<file path="config.mk">
export PLATFORM = sky130hd
export DESIGN_NAME = seg7_scan_driver_flat
export DESIGN_NICKNAME = d
export VERILOG_FILES = /design/src/rtl/seg7_scan_driver_pkg.sv /design/src/rtl/seg7_scan_driver_if.sv /design/src/rtl/seg7_scan_driver_hex_to_seg7.sv /design/src/rtl/seg7_scan_driver.sv /design/src/flat_wrapper.sv
export SDC_FILE = /design/constraint.sdc
export NUM_CORES = 1
export LEC_CHECK = 0
export ABC_CLOCK_PERIOD_IN_PS = 2900
export CAP_MARGIN = 20
export CELL_PAD_IN_SITES_DETAIL_PLACEMENT = 1
export CELL_PAD_IN_SITES_GLOBAL_PLACEMENT = 1
export CORE_UTILIZATION = 36
export DETAILED_ROUTE_END_ITERATION = 16
export PLACE_DENSITY = 0.86
export SETUP_SLACK_MARGIN = 0.1
export SLEW_MARGIN = 20
export SYNTH_ARGS = -nofsm -noshare
export SYNTH_HDL_FRONTEND = slang
export SYNTH_SLANG_ARGS = --single-unit
</file>
<file path="constraint.sdc">
create_clock -name clock -period 2.9 [get_ports clock]
set_clock_uncertainty 0.1 [all_clocks]
set_input_delay 0.29 -clock clock [delete_from_list [all_inputs] [get_ports clock]]
set_output_delay 0.29 -clock clock [all_outputs]
set_load 0.02 [all_outputs]
</file>
<file path="src/rtl/seg7_scan_driver_pkg.sv">
// Shared constants, state encoding and helpers for the 4-digit 7-segment scan driver.
// All segment/anode encodings here are active-low.
package seg7_scan_driver_pkg;

  typedef enum logic {
    ST_BLANK = 1'b0,
    ST_SHOW  = 1'b1
  } scan_state_t;

  localparam logic [6:0] SEG_BLANK = 7'h7F;
  localparam logic [3:0] AN_OFF    = 4'b1111;

  // {g,f,e,d,c,b,a} patterns for hex digits 0..F
  localparam logic [6:0] HEX_0 = 7'b1000000;
  localparam logic [6:0] HEX_1 = 7'b1111001;
  localparam logic [6:0] HEX_2 = 7'b0100100;
  localparam logic [6:0] HEX_3 = 7'b0110000;
  localparam logic [6:0] HEX_4 = 7'b0011001;
  localparam logic [6:0] HEX_5 = 7'b0010010;
  localparam logic [6:0] HEX_6 = 7'b0000010;
  localparam logic [6:0] HEX_7 = 7'b1111000;
  localparam logic [6:0] HEX_8 = 7'b0000000;
  localparam logic [6:0] HEX_9 = 7'b0010000;
  localparam logic [6:0] HEX_A = 7'b0001000;
  localparam logic [6:0] HEX_B = 7'b0000011;
  localparam logic [6:0] HEX_C = 7'b1000110;
  localparam logic [6:0] HEX_D = 7'b0100001;
  localparam logic [6:0] HEX_E = 7'b0000110;
  localparam logic [6:0] HEX_F = 7'b0001110;

  // Snapshot of the display inputs taken once per frame.
  typedef struct packed {
    logic [15:0] value;
    logic [3:0]  digit_en;
    logic [3:0]  dp;
    logic [3:0]  blink_en;
  } frame_t;

  function automatic logic [3:0] an_select(input logic [1:0] idx);
    return ~(4'b0001 << idx);
  endfunction

endpackage

</file>
<file path="src/rtl/seg7_scan_driver_if.sv">
// Display-side bundle: refresh wave, digit data/controls in, segment/anode drive out.
// The driver module uses the slave view; the stimulus/host side uses master.
interface seg7_scan_driver_if;
  import seg7_scan_driver_pkg::*;

  logic        refresh_in;
  logic [15:0] value;
  logic [3:0]  digit_en;
  logic [3:0]  dp;
  logic [3:0]  blink_en;
  logic [6:0]  seg;
  logic        dp_n;
  logic [3:0]  an;
  logic        frame_done;
  scan_state_t dbg_state;
  logic [1:0]  dbg_idx;

  modport master (
    output refresh_in, value, digit_en, dp, blink_en,
    input  seg, dp_n, an, frame_done, dbg_state, dbg_idx
  );

  modport slave (
    input  refresh_in, value, digit_en, dp, blink_en,
    output seg, dp_n, an, frame_done, dbg_state, dbg_idx
  );

endinterface

</file>
<file path="src/rtl/seg7_scan_driver_hex_to_seg7.sv">
// Combinational hex nibble to active-low {g,f,e,d,c,b,a} segment decoder.
module hex_to_seg7
  import seg7_scan_driver_pkg::*;
(
  input  logic [3:0] hex,
  output logic [6:0] seg_n
);

  always_comb begin
    seg_n = SEG_BLANK;
    case (hex)
      4'h0:    seg_n = HEX_0;
      4'h1:    seg_n = HEX_1;
      4'h2:    seg_n = HEX_2;
      4'h3:    seg_n = HEX_3;
      4'h4:    seg_n = HEX_4;
      4'h5:    seg_n = HEX_5;
      4'h6:    seg_n = HEX_6;
      4'h7:    seg_n = HEX_7;
      4'h8:    seg_n = HEX_8;
      4'h9:    seg_n = HEX_9;
      4'hA:    seg_n = HEX_A;
      4'hB:    seg_n = HEX_B;
      4'hC:    seg_n = HEX_C;
      4'hD:    seg_n = HEX_D;
      4'hE:    seg_n = HEX_E;
      4'hF:    seg_n = HEX_F;
      default: seg_n = SEG_BLANK;
    endcase
  end

endmodule

</file>
<file path="src/rtl/seg7_scan_driver.sv">
// Time-multiplexed 4-digit common-anode display driver: one digit per refresh edge,
// optional all-off gap between digits, per-frame input latch, per-digit enable/blink.
module seg7_scan_driver
  import seg7_scan_driver_pkg::*;
#(
  parameter int BLANK_CYCLES = 16,
  parameter int BLINK_FRAMES = 64
) (
  input  logic              clock,
  input  logic              reset,
  seg7_scan_driver_if.slave bus
);

  localparam int GAP_W = (BLANK_CYCLES > 2) ? $clog2(BLANK_CYCLES) : 1;
  localparam logic [GAP_W-1:0] GAP_LOAD =
    (BLANK_CYCLES == 0) ? '0 : GAP_W'(BLANK_CYCLES - 1);
  localparam int CNT_W = (BLINK_FRAMES > 2) ? $clog2(BLINK_FRAMES) : 1;
  localparam logic [CNT_W-1:0] CNT_LAST = CNT_W'(BLINK_FRAMES - 1);

  logic [2:0]       sync_q;
  logic             tick;
  scan_state_t      state_q, state_d;
  logic [1:0]       idx_q, idx_d;
  logic [GAP_W-1:0] gap_q, gap_d;
  frame_t           frame_q, frame_d, frame_in;
  logic [CNT_W-1:0] blink_cnt_q, blink_cnt_d;
  logic             phase_q, phase_d;
  logic             enter_show;
  logic             leave_last;
  logic             lit;
  logic [3:0]       nibble;
  logic [6:0]       dec_seg;
  logic [3:0]       an_q, an_d;
  logic [6:0]       seg_q, seg_d;
  logic             dpn_q, dpn_d;
  logic             fd_q;

  // refresh_in is asynchronous: two flops to settle, third to find the rising edge.
  always_ff @(posedge clock) begin
    if (reset) sync_q <= '0;
    else       sync_q <= {sync_q[1:0], bus.refresh_in};
  end

  assign tick = sync_q[1] & ~sync_q[2];

  always_ff @(posedge clock) begin
    if (reset) begin
      state_q <= ST_BLANK;
      idx_q   <= '0;
      gap_q   <= '0;
    end else begin
      state_q <= state_d;
      idx_q   <= idx_d;
      gap_q   <= gap_d;
    end
  end

  // Ticks arriving while blanking are deliberately discarded, not queued.
  always_comb begin
    state_d    = state_q;
    idx_d      = idx_q;
    gap_d      = gap_q;
    enter_show = 1'b0;
    leave_last = 1'b0;
    case (state_q)
      ST_BLANK: begin
        if (gap_q == '0) begin
          state_d    = ST_SHOW;
          enter_show = 1'b1;
        end else begin
          gap_d = gap_q - GAP_W'(1);
        end
      end
      ST_SHOW: begin
        if (tick) begin
          idx_d      = idx_q + 2'd1;
          leave_last = (idx_q == 2'd3);
          if (BLANK_CYCLES == 0) begin
            state_d    = ST_SHOW;
            enter_show = 1'b1;
          end else begin
            state_d = ST_BLANK;
            gap_d   = GAP_LOAD;
          end
        end
      end
      default: state_d = ST_BLANK;
    endcase
  end

  assign frame_in = '{value:    bus.value,
                      digit_en: bus.digit_en,
                      dp:       bus.dp,
                      blink_en: bus.blink_en};

  assign frame_d = (enter_show && idx_d == 2'd0) ? frame_in : frame_q;

  always_ff @(posedge clock) begin
    if (reset) frame_q <= '0;
    else       frame_q <= frame_d;
  end

  // Blink phase advances on the same edge the frame ends, so the next frame's
  // digit 0 already sees the new phase even with no blank gap.
  always_comb begin
    blink_cnt_d = blink_cnt_q;
    phase_d     = phase_q;
    if (leave_last) begin
      if (blink_cnt_q == CNT_LAST) begin
        blink_cnt_d = '0;
        phase_d     = ~phase_q;
      end else begin
        blink_cnt_d = blink_cnt_q + CNT_W'(1);
      end
    end
  end

  always_ff @(posedge clock) begin
    if (reset) begin
      blink_cnt_q <= '0;
      phase_q     <= 1'b0;
    end else begin
      blink_cnt_q <= blink_cnt_d;
      phase_q     <= phase_d;
    end
  end

  assign nibble = frame_d.value[{idx_d, 2'b00} +: 4];

  hex_to_seg7 u_hex_to_seg7 (
    .hex   (nibble),
    .seg_n (dec_seg)
  );

  // Outputs are computed from next-state values so they switch on the state edge.
  always_comb begin
    an_d  = an_q;
    seg_d = seg_q;
    dpn_d = dpn_q;
    lit   = 1'b0;
    if (enter_show) begin
      lit   = frame_d.digit_en[idx_d] & ~(frame_d.blink_en[idx_d] & phase_d);
      an_d  = lit ? an_select(idx_d) : AN_OFF;
      seg_d = lit ? dec_seg : SEG_BLANK;
      dpn_d = lit ? ~frame_d.dp[idx_d] : 1'b1;
    end else if (state_d == ST_BLANK) begin
      an_d  = AN_OFF;
      seg_d = SEG_BLANK;
      dpn_d = 1'b1;
    end
  end

  always_ff @(posedge clock) begin
    if (reset) begin
      an_q  <= AN_OFF;
      seg_q <= SEG_BLANK;
      dpn_q <= 1'b1;
      fd_q  <= 1'b0;
    end else begin
      an_q  <= an_d;
      seg_q <= seg_d;
      dpn_q <= dpn_d;
      fd_q  <= leave_last;
    end
  end

  assign bus.an         = an_q;
  assign bus.seg        = seg_q;
  assign bus.dp_n       = dpn_q;
  assign bus.frame_done = fd_q;
  assign bus.dbg_state  = state_q;
  assign bus.dbg_idx    = idx_q;

endmodule
</file>
<file path="src/flat_wrapper.sv">
// flat-port wrapper written by rule: the top's interface ports become plain ports
module seg7_scan_driver_flat import seg7_scan_driver_pkg::*;
#(
  parameter int BLANK_CYCLES = 16,
  parameter int BLINK_FRAMES = 64
)
  (clock, reset, bus_refresh_in, bus_value, bus_digit_en, bus_dp, bus_blink_en, bus_seg, bus_dp_n, bus_an, bus_frame_done, bus_dbg_state, bus_dbg_idx);
  seg7_scan_driver_if bus_i ();
  input  logic clock;
  input  logic reset;
  input wire logic [$bits(bus_i.refresh_in)-1:0] bus_refresh_in;
  input wire logic [$bits(bus_i.value)-1:0] bus_value;
  input wire logic [$bits(bus_i.digit_en)-1:0] bus_digit_en;
  input wire logic [$bits(bus_i.dp)-1:0] bus_dp;
  input wire logic [$bits(bus_i.blink_en)-1:0] bus_blink_en;
  output wire logic [$bits(bus_i.seg)-1:0] bus_seg;
  output wire logic [$bits(bus_i.dp_n)-1:0] bus_dp_n;
  output wire logic [$bits(bus_i.an)-1:0] bus_an;
  output wire logic [$bits(bus_i.frame_done)-1:0] bus_frame_done;
  output wire logic [$bits(bus_i.dbg_state)-1:0] bus_dbg_state;
  output wire logic [$bits(bus_i.dbg_idx)-1:0] bus_dbg_idx;
  assign bus_i.refresh_in = bus_refresh_in;
  assign bus_i.value = bus_value;
  assign bus_i.digit_en = bus_digit_en;
  assign bus_i.dp = bus_dp;
  assign bus_i.blink_en = bus_blink_en;
  assign bus_seg = bus_i.seg;
  assign bus_dp_n = bus_i.dp_n;
  assign bus_an = bus_i.an;
  assign bus_frame_done = bus_i.frame_done;
  assign bus_dbg_state = bus_i.dbg_state;
  assign bus_dbg_idx = bus_i.dbg_idx;
  seg7_scan_driver #(.BLANK_CYCLES(BLANK_CYCLES), .BLINK_FRAMES(BLINK_FRAMES)) u_core (.clock(clock), .reset(reset), .bus(bus_i));
endmodule
</file>
# After elaboration in Yosys (flattened, before gate mapping)
# Memories as Yosys holds them, arrays and structs flattened.
# Cells that the tools add are included.
# Widths: inputs -> output; s select.
[word_totals] reg_bits=58 output_inout_bits=16 n_memories=1 romBits=112 word_cells=69
[op_classes] addsub=3 magnitude_cmp=1 n_bitwise=9 shift=2 mux=30 n_eq_ne=5 reduce_logical=4
[mem_list] memory="(name not given)" depth=16 word_bits=7 rd=1 rd_ports_with_merged_regs=0 write_ports=0 line_no="seg7_scan_driver_hex_to_seg7.sv:11" rtl="case (hex)"
[ops] cell="$mux 28" count=1
[ops] cell="$mux 7" count=3
[ops] cell="$mux 4" count=5
[ops] cell="$shiftx 16x5->4" count=1
[ops] cell="$mux 1" count=13
[ops] cell="$pmux 4 s2" count=1
[ops] cell="$add 6x1->6 const B" count=1
[ops] cell="$bmux 1 s2" count=3
[ops] cell="$eq 6x6->1 const B" count=1
[ops] cell="$mux 6" count=1
[ops] cell="$not 1->1" count=5
[ops] cell="$logic_not 4->1" count=1
[ops] cell="$mux 2" count=2
[ops] cell="$ne 2x2->1 const B" count=2
[ops] cell="$not 4->4" count=1
[ops] cell="$shl 1x2->4 const A" count=1
[ops] cell="$sub 4x1->4 const B" count=1
[ops] cell="$and 1x1->1" count=3
[ops] cell="$lt 2x3->1 const B" count=1
[ops] cell="$add 2x1->2 const B" count=1
[ops] cell="$eq 2x2->1 const B" count=1
[ops] cell="$logic_not 2->1" count=1
[ops] cell="$ne 2x1->1 const B" count=1
[ops] cell="$pmux 1 s2" count=1
[ops] cell="other kinds (2)" count=2

# Logic depth before layout (Yosys ltp)
[logic_depth] word_depth=14 depth_mapped=12

# Cells and area by module
# A second synthesis with hierarchy kept.
[unflattened] hier_cells=321 area_unflattened_um2=2819.0
[modules_own_cells] mod="seg7_scan_driver" cells_per_inst=290 area_per_inst_um2=2566.2 instances=1 seq_area_each_um2=1141.1
[modules_own_cells] mod="hex_to_seg7" cells_per_inst=31 area_per_inst_um2=252.7 instances=1 seq_area_each_um2=0.0

# Worst setup path after synthesis
# Ideal clock, no wire load.
[synth_timing] path_type="register to register" start="reg u_core.state_q (netlist: u_core.bus.dbg_state)" end="reg u_core.seg_q[6] (netlist: u_core.bus.seg[6])" slack_ns=-0.059 setup_time_ns=0.122 required_ns=2.678 period_less_slack_ns=2.959 path_stages_with_launch=12 path_buffers=2 arrival_time_ns=2.737 cell_sequence="dfxtp_1 -> buf_6 -> or4b_4 -> buf_6 -> mux2i_1 -> o2bb2ai_1 -> a221oi_1 -> inv_1 -> ha_1 -> nand2_1 -> a21oi_1 -> o32a_1"
[synth_via] elab_chain_len=11 word_cells_on_any_way=21 cone_classes="1 x eq/ne; 1 x shift; 12 x mux; 4 x bitwise; 2 x reduce/logical; 1 x memory"
[synth_lines] item="start, declared" line_no="seg7_scan_driver.sv:22" rtl="scan_state_t state_q, state_d;"
[synth_lines] item="start signal, assigned" line_no="seg7_scan_driver.sv:52" rtl="state_q <= state_d;"
[synth_lines] item="branches (longest 11 deep; another with $mem_v2 16x7)"
[synth_lines] item="end signal, assigned" line_no="seg7_scan_driver.sv:161" rtl="seg_q <= seg_d;"
[synth_lines] item="end, declared" line_no="seg7_scan_driver.sv:34" rtl="logic [6:0] seg_q, seg_d;"
# Parallel ways; which one is timed is not known. The select of a mux whose other input is x is not followed.
# A chain may end at the register's enable or synchronous reset.

# Worst setup path after layout
[layout_timing] start="reg u_core.gap_q[0]" end="reg u_core.seg_q[3] (netlist: u_core.bus.seg[3])"
[layout_via] elab_chain_len=12 word_cells_on_any_way=18 cone_classes="1 x eq/ne; 1 x shift; 10 x mux; 3 x bitwise; 2 x reduce/logical; 1 x memory"
[layout_lines] item="start, declared" line_no="seg7_scan_driver.sv:24" rtl="logic [GAP_W-1:0] gap_q, gap_d;"
[layout_lines] item="start signal, assigned" line_no="seg7_scan_driver.sv:54" rtl="gap_q <= gap_d;"
[layout_lines] item="$logic_not 4->1 *" line_no="seg7_scan_driver.sv:67" rtl="if (gap_q == '0) begin"
[layout_lines] item="$mux 1 *" line_no="seg7_scan_driver.sv:67"
[layout_lines] item="branches (longest 10 deep; another with $mem_v2 16x7)"
# Every way passes the cells marked *. The select of a mux whose other input is x is not followed.

==> metrics.md <==
| Metric | Value |
|---|---|
| Per-instance average area after synthesis | `9.491 um2` |
| CP max FO | `7` |
| Worst min-delay path category | `reg -> reg` |
| Layout-stage area growth over the synthesis result | `34.31%` |
| Clk Latency, worst-skew pair | `0.35 ns` |
| Global routing usage on met1 | `0.2470` |
| Worst reg2reg path startpoint | `u_core.gap_q[0]$_SDFFE_PP0P_` |
| Final non-filler cell total | `454` |
| Leakage power | `1.459 nW` |
| Via count of the first global-routing pass | `2494` |
| Number of CTS-inserted buffers | `9` |
| PwrDens | `993.1 mW/mm2` |
| Buffers added on ports | `46` |
| Number of setup violations in the final report | `0` |
| Hold violation total from the final report | `0` |
| Die boundary width | `88.99 um` |
| Unrepaired setup endpoints after global routing | `yes` |
| Critical path class | `reg -> reg` |
| Number of synthesized register bits | `58` |
| End of the worst register-to-register path | `u_core.bus.seg[3]$_SDFFE_PP1P_` |
| Top FF cell, synth | `sky130_fd_sc_hd__dfxtp_1` |
| I/O pins | `47` |
| Met2 usage in global routing | `0.3441` |
| Worst supply voltage drop on vdd | `0.3480 mV` |
| Starting DRT DRC Count | `189` |
| Total congestion overflow | `0` |
| Number of nets at the end of the flow | `392` |
| Clk Tree Root Cell | `sky130_fd_sc_hd__clkbuf_8` |
| Capturing instance or port of the critical path | `u_core.bus.seg[3]$_SDFFE_PP1P_` |
| Synth cell types | `49` |
| Drc violations | `0` |
| Post-synth EDFFs | `0` |
| Library cell occupying the most area in the post-synthesis netlist | `sky130_fd_sc_hd__dfxtp_1` |
| Total Die Area | `0.007918 mm2` |
| Most instantiated cells after synthesis | `58 x sky130_fd_sc_hd__dfxtp_1, 42 x sky130_fd_sc_hd__nor2_1, 36 x sky130_fd_sc_hd__mux2i_1` |
| Effective utilization at floorplan | `0.3735` |
| Period utilisation layout | `0.9918` |
| Share of async-settable or async-resettable flops after synthesis | `0` |
| Worst Max-Slew Pin Slew | `0.8466 ns` |
| Clock tree from TritonCTS | `yes` |
| R2R Setup Slk | `0.02 ns` |
| Initial antenna violation count | `0` |
| Global routing's busiest layer | `met2` |
| H-tree depth | `3` |
| Slew Viols, Final | `0` |
| DRT antenna net count | `0` |
| Post-Synthesis Net Count | `327` |
| Clock transition at the register clock pins on the worst setup and hold paths after CTS | `0.07 ns` |
| Portion of synthesized cell area occupied by the leading cell type | `0.4263` |
| Critical path origin | `u_core.gap_q[0]$_SDFFE_PP0P_` |
| Max-capacitance violation count | `0` |
| Num Clock Sinks | `58` |
| Hpwl dp | `5178 um` |
| Share of cells above drive strength 1 | `0.1803` |
| Overall track demand over capacity in global routing | `0.2035` |
| Achievable clock frequency | `0.3477 GHz` |
| Warnings from Yosys | `0` |
| Number of optimization iterations in the first detailed-route pass | `4` |
| Core area | `0.007292 mm2` |
| Req. time, crit path | `3.09 ns` |
| CP Capture Type | `flip-flop` |
| Weighted congestion reported at the end of routability-driven placement | `0.8361` |
| Path depth of the worst reg2reg path | `11` |
| Netlist area before placement | `0.002724 mm2` |
| Vias per std cell | `5.304` |
| Launching element type of the critical path | `flip-flop` |
| Portion of the post-synthesis area used by sequential elements | `0.4263` |
| Period minus WS final | `2.876 ns` |
| Headroom to the max-slew limit | `0.4318` |
| Sum of negative setup slack | `0 ns` |
| Gate count of the mapped netlist | `287` |
| FILL cells | `857` |
| Post-Route WL | `7941 um` |
| Die height | `88.99 um` |
| Pin count of the biggest net entering global routing | `28` |
| Row cnt | `31` |
| Count of antenna diodes in the layout | `0` |
| First-pass GRT wire length | `12160 um` |
| Met3 Use GR | `0.03232` |
| Largest cells by area after synthesis | `sky130_fd_sc_hd__dfxtp_1 43%, sky130_fd_sc_hd__mux2i_1 13%, sky130_fd_sc_hd__nor2_1 5.8%, sky130_fd_sc_hd__ha_1 4.1%, sky130_fd_sc_hd__nand2b_1 3.0%` |
| Worst Path Arrival | `3.07 ns` |
| Result of the run | `finished clean` |
| Count leader, synth | `sky130_fd_sc_hd__dfxtp_1` |
| Number of buffers on the longest clock path | `2` |
| Via count | `2408` |
| Number of cells after detailed placement | `435` |
| Routed wirelength normalized by instance count | `17.49 um` |
==> worst min-delay path by stage <==
| stage | start | to | slack [ns] | cells after the start |
|---|---|---|---|---|
| 6_report | u_core.bus.seg[6]$_SDFFE_PP1P_ | u_core.bus.seg[6]$_SDFFE_PP1P_ | 0.38 | 1 |
| 3_3_place_gp | u_core.sync_q[0]$_SDFF_PP0_ | u_core.sync_q[1]$_SDFF_PP0_ | 0.34 | 1 |
| 3_5_place_dp | u_core.sync_q[1]$_SDFF_PP0_ | u_core.sync_q[2]$_SDFF_PP0_ | 0.36 | 2 |
| 4_1_cts | u_core.sync_q[1]$_SDFF_PP0_ | u_core.sync_q[2]$_SDFF_PP0_ | 0.36 | 2 |
| 2_1_floorplan | u_core.sync_q[0]$_SDFF_PP0_ | u_core.sync_q[1]$_SDFF_PP0_ | 0.31 | 1 |
| 5_1_grt | u_core.sync_q[0]$_SDFF_PP0_ | u_core.sync_q[1]$_SDFF_PP0_ | 0.39 | 1 |
==> where the power goes <==
part | total, mW | switching [mW] | leakage, nW | internal [mW]
registers | 1.10 | 0.124 | 0.474 | 0.979
clock network | 0.760 | 0.329 | 0.101 | 0.431
logic | 1.77 | 0.951 | 0.884 | 0.819
==> area by class of cell <==
class	instances	area, um2	area share
clock buffers	11	151.4	0.04138
clock inverters	3	40.04	0.01094
inverters	6	22.52	0.006156
multi-input cells	207	1510	0.4128
flip-flops and latches	58	1162	0.3177
well taps	99	123.9	0.03386
repair buffers	70	648.1	0.1772
==> flip-flops by register name, summed over array words and instances (netlist names) <==
name	flops
u_core.blink_cnt_q	6
u_core.bus.an	4
u_core.bus.dbg_idx	2
u_core.bus.dbg_state	1
u_core.bus.dp_n	1
u_core.bus.frame_done	1
u_core.bus.seg	7
u_core.frame_q	28
u_core.gap_q	4
u_core.phase_q	1
u_core.sync_q	3
==> per-stage QoR <==
stage	hold slack (ns)	instance area [um2]	util	power, mW	setup WS [ns]
finish	0.3842	3659	0.5017	3.633	0.02368
global route	0.3877	3659	0.5017	3.832	-0.08643
CTS	0.3601	3590	0.4923	3.508	0.1093
detailed placement	0.3552	3378	0.4633	2.720	0.04209
global placement	0.3412	3378	0.4633	2.632	0.1611
floorplan	0.3138	2730	-	2.255	0.1458
==> routing by layer <==
layer	vias to the layer above	wire length, um
met5	-	0
met3	15	235
met2	56	4077
li1	1141	-
met1	1196	3465
met4	0	163
==> critical path: stages, from the launching register on <==
cell and delay, ns:
sky130_fd_sc_hd__dfxtp_2 0.34, sky130_fd_sc_hd__inv_2 0.07, sky130_fd_sc_hd__ha_4 0.14, sky130_fd_sc_hd__or4b_4 0.54, sky130_fd_sc_hd__mux2i_1 0.21, sky130_fd_sc_hd__o2bb2ai_1 0.12, sky130_fd_sc_hd__a221oi_2 0.30, sky130_fd_sc_hd__buf_4 0.21
sky130_fd_sc_hd__ha_1 0.25, sky130_fd_sc_hd__nand2b_1 0.17, sky130_fd_sc_hd__a32oi_1 0.21, sky130_fd_sc_hd__o22a_1 0.16
==> cells by family after synthesis <==
| kind of cell | synth area share |
|---|---|
| flops | 0.4263 |
| xor+xnor | 0.02251 |
| fa+ha+maj | 0.04134 |
| buf+inv | 0.03950 |
| mux | 0.1461 |
| compound gates | 0.1249 |
| simple gates | 0.1994 |
==> repair_timing <==
action	CTS	global route
pin swaps	1	2
hold buffers	0	0
endpoints found under the setup margin	5	7
gates resized for setup	2	15
cloned	0	0
buffers inserted	1	4
==> cells in the final DEF (no fill, tap or decap), types with 2 or more instances in the layout <==
master	n
sky130_fd_sc_hd__inv_2	3
sky130_fd_sc_hd__buf_4	22
sky130_fd_sc_hd__o2bb2ai_1	2
sky130_fd_sc_hd__and3_1	5
sky130_fd_sc_hd__or3_1	3
sky130_fd_sc_hd__ha_1	5
sky130_fd_sc_hd__a22oi_1	2
sky130_fd_sc_hd__a211oi_1	3
sky130_fd_sc_hd__mux2i_2	2
sky130_fd_sc_hd__nand3_1	2
sky130_fd_sc_hd__buf_6	2
sky130_fd_sc_hd__a221oi_2	2
sky130_fd_sc_hd__nor4_2	2
sky130_fd_sc_hd__mux2i_1	34
sky130_fd_sc_hd__a22o_1	2
sky130_fd_sc_hd__nor2b_1	9
sky130_fd_sc_hd__o32a_1	3
sky130_fd_sc_hd__inv_1	3
sky130_fd_sc_hd__a21oi_1	11
sky130_fd_sc_hd__ha_2	3
sky130_fd_sc_hd__nor2_1	42
sky130_fd_sc_hd__clkbuf_8	11
sky130_fd_sc_hd__o21ai_0	3
sky130_fd_sc_hd__o22a_1	4
sky130_fd_sc_hd__xnor2_1	2
sky130_fd_sc_hd__o22ai_1	5
sky130_fd_sc_hd__dfxtp_1	57
sky130_fd_sc_hd__clkinv_2	2
sky130_fd_sc_hd__nand4_1	4
sky130_fd_sc_hd__clkdlybuf4s50_1	46
sky130_fd_sc_hd__nand2b_1	13
sky130_fd_sc_hd__xor2_1	5
sky130_fd_sc_hd__nand2_1	17
Note: power is estimated with default switching activity, not from simulation.
